===== config.mk =====
export PLATFORM = sky130hd
export DESIGN_NAME = spatz_barrier_responder
export DESIGN_NICKNAME = d
export VERILOG_FILES = /design/src/rtl/spatz_barrier_responder.sv
export SDC_FILE = /design/constraint.sdc
export NUM_CORES = 1
export LEC_CHECK = 0
export ABC_AREA = 1
export CAP_MARGIN = 5
export CORE_AREA = 2 2 539 541
export DETAILED_ROUTE_END_ITERATION = 12
export DIE_AREA = 0 0 541 543
export PLACE_DENSITY = 0.33
export SLEW_MARGIN = 20
export SYNTH_ARGS = -nofsm -noshare
export SYNTH_HDL_FRONTEND = slang
export SYNTH_SLANG_ARGS = --single-unit

===== constraint.sdc =====
create_clock -name clk_i -period 4.5 [get_ports clk_i]
set_clock_uncertainty 0.05 [all_clocks]
set_input_delay 1.125 -clock clk_i [delete_from_list [all_inputs] [get_ports clk_i]]
set_output_delay 1.125 -clock clk_i [all_outputs]
set_load 0.1 [all_outputs]

===== src/rtl/spatz_barrier_responder.sv =====
// Per-core stage behind the cluster hardware barrier: answers released barrier
// accesses locally with the generation count and passes all other traffic through.
module spatz_barrier_responder #(
  parameter int unsigned          NrPorts        = 4,
  parameter int unsigned          AddrWidth      = 32,
  parameter int unsigned          DataWidth      = 64,
  parameter int unsigned          MaxOutstanding = 8,
  parameter logic [AddrWidth-1:0] BarrierOffset  = AddrWidth'(32'h0000_0058)
) (
  input  logic                           clk_i,
  input  logic                           rst_i,
  input  logic [AddrWidth-1:0]           periph_base_i,
  input  logic [NrPorts-1:0]             in_q_valid_i,
  input  logic [NrPorts*AddrWidth-1:0]   in_q_addr_i,
  input  logic [NrPorts-1:0]             in_q_write_i,
  input  logic [NrPorts*DataWidth-1:0]   in_q_data_i,
  output logic [NrPorts-1:0]             in_q_ready_o,
  output logic [NrPorts-1:0]             in_p_valid_o,
  output logic [NrPorts*DataWidth-1:0]   in_p_data_o,
  input  logic [NrPorts-1:0]             in_p_ready_i,
  output logic [NrPorts-1:0]             out_q_valid_o,
  output logic [NrPorts*AddrWidth-1:0]   out_q_addr_o,
  output logic [NrPorts-1:0]             out_q_write_o,
  output logic [NrPorts*DataWidth-1:0]   out_q_data_o,
  input  logic [NrPorts-1:0]             out_q_ready_i,
  input  logic [NrPorts-1:0]             out_p_valid_i,
  input  logic [NrPorts*DataWidth-1:0]   out_p_data_i,
  output logic [NrPorts-1:0]             out_p_ready_o,
  output logic [31:0]                    generation_o
);

  localparam int unsigned         CntWidth = $clog2(MaxOutstanding + 1);
  localparam logic [CntWidth-1:0] MaxCnt   = CntWidth'(MaxOutstanding);
  localparam logic [0:0]          StIdle   = 1'b0;
  localparam logic [0:0]          StResp   = 1'b1;

  logic [0:0]           state       [NrPorts];
  logic [CntWidth-1:0]  outstanding [NrPorts];
  logic [DataWidth-1:0] rsp_data    [NrPorts];
  logic [NrPorts-1:0]   arrived;
  logic [NrPorts-1:0]   hit;
  logic [NrPorts-1:0]   accept;
  logic [NrPorts-1:0]   pass_ok;
  logic [NrPorts-1:0]   q_hs;
  logic [NrPorts-1:0]   p_hs;
  logic [AddrWidth-1:0] barrier_addr;
  logic                 episode_done;

  assign barrier_addr  = periph_base_i + BarrierOffset;
  assign out_q_addr_o  = in_q_addr_i;
  assign out_q_write_o = in_q_write_i;
  assign out_q_data_o  = in_q_data_i;
  assign episode_done  = &(arrived | accept);

  // Per-port hit detection, request gating and response routing.
  always_comb begin
    hit           = {NrPorts{1'b0}};
    accept        = {NrPorts{1'b0}};
    pass_ok       = {NrPorts{1'b0}};
    q_hs          = {NrPorts{1'b0}};
    p_hs          = {NrPorts{1'b0}};
    in_q_ready_o  = {NrPorts{1'b0}};
    out_q_valid_o = {NrPorts{1'b0}};
    in_p_valid_o  = {NrPorts{1'b0}};
    out_p_ready_o = {NrPorts{1'b0}};
    in_p_data_o   = {(NrPorts*DataWidth){1'b0}};
    for (int unsigned i = 0; i < NrPorts; i++) begin
      hit[i]     = in_q_valid_i[i] && (in_q_addr_i[i*AddrWidth +: AddrWidth] == barrier_addr);
      pass_ok[i] = !rst_i && (state[i] == StIdle) && (outstanding[i] != MaxCnt);
      // A barrier access is only answered once all earlier pass-through traffic has drained.
      accept[i]  = !rst_i && (state[i] == StIdle) && hit[i] &&
                   (outstanding[i] == {CntWidth{1'b0}}) && !arrived[i];
      out_q_valid_o[i] = in_q_valid_i[i] && !hit[i] && pass_ok[i];
      if (hit[i]) begin
        in_q_ready_o[i] = accept[i];
      end else begin
        in_q_ready_o[i] = out_q_ready_i[i] && pass_ok[i];
      end
      q_hs[i] = out_q_valid_o[i] && out_q_ready_i[i];
      if (rst_i) begin
        in_p_valid_o[i]  = 1'b0;
        out_p_ready_o[i] = 1'b0;
      end else if (state[i] == StResp) begin
        in_p_valid_o[i]                       = 1'b1;
        in_p_data_o[i*DataWidth +: DataWidth] = rsp_data[i];
        out_p_ready_o[i]                      = 1'b0;
      end else begin
        in_p_valid_o[i]                       = out_p_valid_i[i];
        in_p_data_o[i*DataWidth +: DataWidth] = out_p_data_i[i*DataWidth +: DataWidth];
        out_p_ready_o[i]                      = in_p_ready_i[i];
      end
      p_hs[i] = out_p_valid_i[i] && out_p_ready_o[i];
    end
  end

  // Per-port FSM, outstanding counters, arrival tracking and generation counter.
  always_ff @(posedge clk_i) begin
    if (rst_i) begin
      for (int unsigned i = 0; i < NrPorts; i++) begin
        state[i]       <= StIdle;
        outstanding[i] <= {CntWidth{1'b0}};
        rsp_data[i]    <= {DataWidth{1'b0}};
      end
      arrived      <= {NrPorts{1'b0}};
      generation_o <= 32'd0;
    end else begin
      for (int unsigned i = 0; i < NrPorts; i++) begin
        case (state[i])
          StIdle: begin
            if (accept[i]) begin
              state[i]    <= StResp;
              rsp_data[i] <= DataWidth'(generation_o);
            end
          end
          StResp: begin
            if (in_p_ready_i[i]) begin
              state[i] <= StIdle;
            end
          end
          default: state[i] <= StIdle;
        endcase
        if (q_hs[i] && !p_hs[i]) begin
          outstanding[i] <= outstanding[i] + CntWidth'(1);
        end else if (!q_hs[i] && p_hs[i]) begin
          outstanding[i] <= outstanding[i] - CntWidth'(1);
        end
      end
      // Ports accepting in the completing cycle have already captured the old generation.
      if (episode_done) begin
        arrived      <= {NrPorts{1'b0}};
        generation_o <= generation_o + 32'd1;
      end else begin
        arrived <= arrived | accept;
      end
    end
  end

endmodule


==> results.sh <==
export IMPL_run_status="finished with violations"
export IMPL_violations="setup timing"
export IMPL_layout_drive_gt1_share_pct=29.9
export IMPL_p_leak_nw=13.7
export IMPL_holdWs_ns=0.435
export IMPL_ys_types=42
export IMPL_fin_nets=4138
export IMPL_drtIter0Drc=1230
export IMPL_synth_most_common_cell="nand2_1"
export IMPL_yosys_area_top_type_share_pct=25.3
export IMPL_worstMarginPinSlew_ns=1.12
export IMPL_synth_area_um2=17600
export IMPL_drt_pre_antenna_iters=7
export IMPL_rows=197
export IMPL_synth_commonest_cells="nand2_1 (887), buf_4 (390), nor2_1 (389)"
export IMPL_die_h_um=543
export IMPL_synth_largest_area_cell="edfxtp_1"
export IMPL_finalCritPeriodShare_pct=106
export IMPL_synthTopCellsByArea="edfxtp_1 (25%), nand2_1 (19%), buf_4 (17%)"
export IMPL_slew_headroom_pct=25.1
export IMPL_overflow=0
export IMPL_worst_endpoint_arrival_ns=3.60
export IMPL_via_per_inst=2.92
export IMPL_final_max_slew_viol_count=0
export IMPL_cts_tree="done"
export IMPL_grt_pass1_wl_um=257000
export IMPL_place_gp_congestion=0.953
export IMPL_n_fill_cell=33408
export IMPL_synth_flop_cell="edfxtp_1"
export IMPL_multiInputGateArea_um2=9100
export IMPL_ys_seq_elements=184
export IMPL_cts_root_buf="clkbuf_16"
export IMPL_core_area_um2=287000
export IMPL_wire_per_inst_um=29.2
export IMPL_path_max_fanout=8
export IMPL_area_growth_pct=90.6
export IMPL_htreeDepth=4
export IMPL_route_final_wire_length_um=212000
export IMPL_portBuffers=865
export IMPL_critical_path_class="input port to primary output"
export IMPL_synthCells=2721
export IMPL_finalSetupViolations=8
export IMPL_antenna_found_initial=109
export IMPL_avgSynthCellArea_um2=6.46
export IMPL_cts_buffers_inserted=17
export IMPL_endpoint_kind="primary output"
export IMPL_grt_max_degree=69
export IMPL_regArea_um2=5160
export IMPL_cpPeakStageDelay_ns=0.24
export IMPL_grt_usage_pct=13.9
export IMPL_start_util_pct=6.12
export IMPL_cp_start_kind="input port"
export IMPL_die_x_um=541
export IMPL_p_per_area_nw_per_um2=220
export IMPL_finalNonFillerCells=7268
export IMPL_clkTransAtPathRegs_ns=0.09
export IMPL_drc_errors=0
export IMPL_peakVddDrop_v=0.000284
export IMPL_ioPinCount=1386
export IMPL_postSynth_asyncResetShare_pct=0
export IMPL_dr_total_vias=21216
export IMPL_hold_path_class="flip-flop to flip-flop"
export IMPL_die_area_um2=294000
export IMPL_fin_crit_ns=4.78
export IMPL_rsz0062_at_grt="yes"
export IMPL_max_cap_violations=0
export IMPL_cts_buffer_depth=2
export IMPL_synth_fp_nets=3428
export IMPL_cp_required_ns=3.32
export IMPL_slowest_stage="buf_2"
export IMPL_yosysSeqAreaShare_pct=29.4
export IMPL_placed_cells=7162
export IMPL_grt_pass1_vias=21241
export IMPL_setup_slack_ns=-0.276
export IMPL_worstPathCellList="buf_2 -> nand2_4 -> nor2_8 -> nand2_8 -> nor2_4 -> nand2_1 -> nand2_2 -> buf_6 -> nand3_2 -> nand2_1 -> nand2_1 -> nor2_2 -> nand2_2 -> nor2_2 -> nand4_1 -> nor2_2 -> inv_2 -> nand2_4 -> buf_12"
export IMPL_clkSinkCount=184
export IMPL_worstSkewPairLatency_ns=0.49
export IMPL_synth_edf_count=148
export IMPL_detail_route_antenna_nets=0
export IMPL_hold_violations=0
export IMPL_max_freq_ghz=0.209
export IMPL_dp_hpwl_um=192000
export IMPL_yosys_warnings=0
==> critical path: cells and delay by family <==
family	cells	cell delay (ns)
and+or+nand+nor	15	1.80
buffers and inverters	4	0.63
==> final timing paths <==
check                                        from         endpoint  slack (ns)  depth (start not counted)
worst max-delay path            periph_base_i[10]  in_q_ready_o[3]       -0.28                         19
worst min-delay path                   arrived[3]       arrived[3]        0.44                          2
worst max register to register           state[1]   rsp_data[1][1]        1.27                         14
worst min register to register         arrived[3]       arrived[3]        0.44                          2
==> metrics by stage <==
step	cell area (um^2)	utilization, %	total power [mW]	setup WS (ns)	setup TNS (ns)
2_1_floorplan	17700	-	5.02	-0.199	-0.215
3_3_place_gp	31800	11.1	5.67	-1.20	-199.19
3_5_place_dp	31800	11.1	5.67	-1.22	-200.94
4_1_cts	33200	11.5	7.50	-0.352	-2.05
5_1_grt	33500	11.6	7.66	-0.410	-2.65
6_report	33500	11.7	7.37	-0.276	-1.73
==> sequential cells by signal (all words and copies together), names as in the netlist <==
name          cells
state             4
rsp_data        128
arrived           4
generation_o     32
outstanding      16
==> area by class of cell <==
type	instances	share of cell area, %
Sequential cell	184	15.4
Clock inverter	13	0.433
Tap cell	3781	14.1
Antenna cell	43	0.321
Inverter	230	2.62
Clock buffer	19	1.39
Multi-Input combinational cell	1820	27.1
Timing Repair Buffer	1178	38.6
==> cells in the final DEF (no fill, tap or decap), types with 21 or more instances in the layout <==
cell	count
a21oi_1	47
dfxtp_1	36
nand2_2	66
nor2_1	329
buf_12	233
nor2_2	46
nand2_4	30
buf_6	27
edfxtp_1	148
buf_4	469
nand3_1	217
nand3b_1	23
o21ai_0	35
nor3_1	21
nand2_1	814
nor2_4	29
clkdlybuf4s50_1	405
xor2_1	50
diode_2	43
inv_1	207
==> cells by family after synthesis <==
group / synth area share, %
simple gates: 39.8
compound gates: 2.97
xor+xnor: 2.97
flops: 29.4
mux: 0.0569
fa+ha+maj: 1.05
buf+inv: 23.8
==> what timing repair did <==
item                       CTS  global route
hold buffers                 0             0
setup endpoints to repair  187            40
setup buffers               29             5
pin swaps                   95            41
resized for setup          300            67
==> routing by layer <==
layer / vias to the layer above / part of all wire, % / track usage, %
met4: 70 / 5.4 / 6.63
met3: 339 / 17 / 10.9
li1: 9602 / - / -
met2: 1330 / 44 / 21.9
met1: 9875 / 33 / 13.0
met5: - / 0.22 / 0
==> power breakdown <==
group          internal [mW]  switching [mW]
clock                  0.839           0.881
sequential              1.88          0.0230
combinational           1.18            2.56
(Power assumes the default switching activity.)
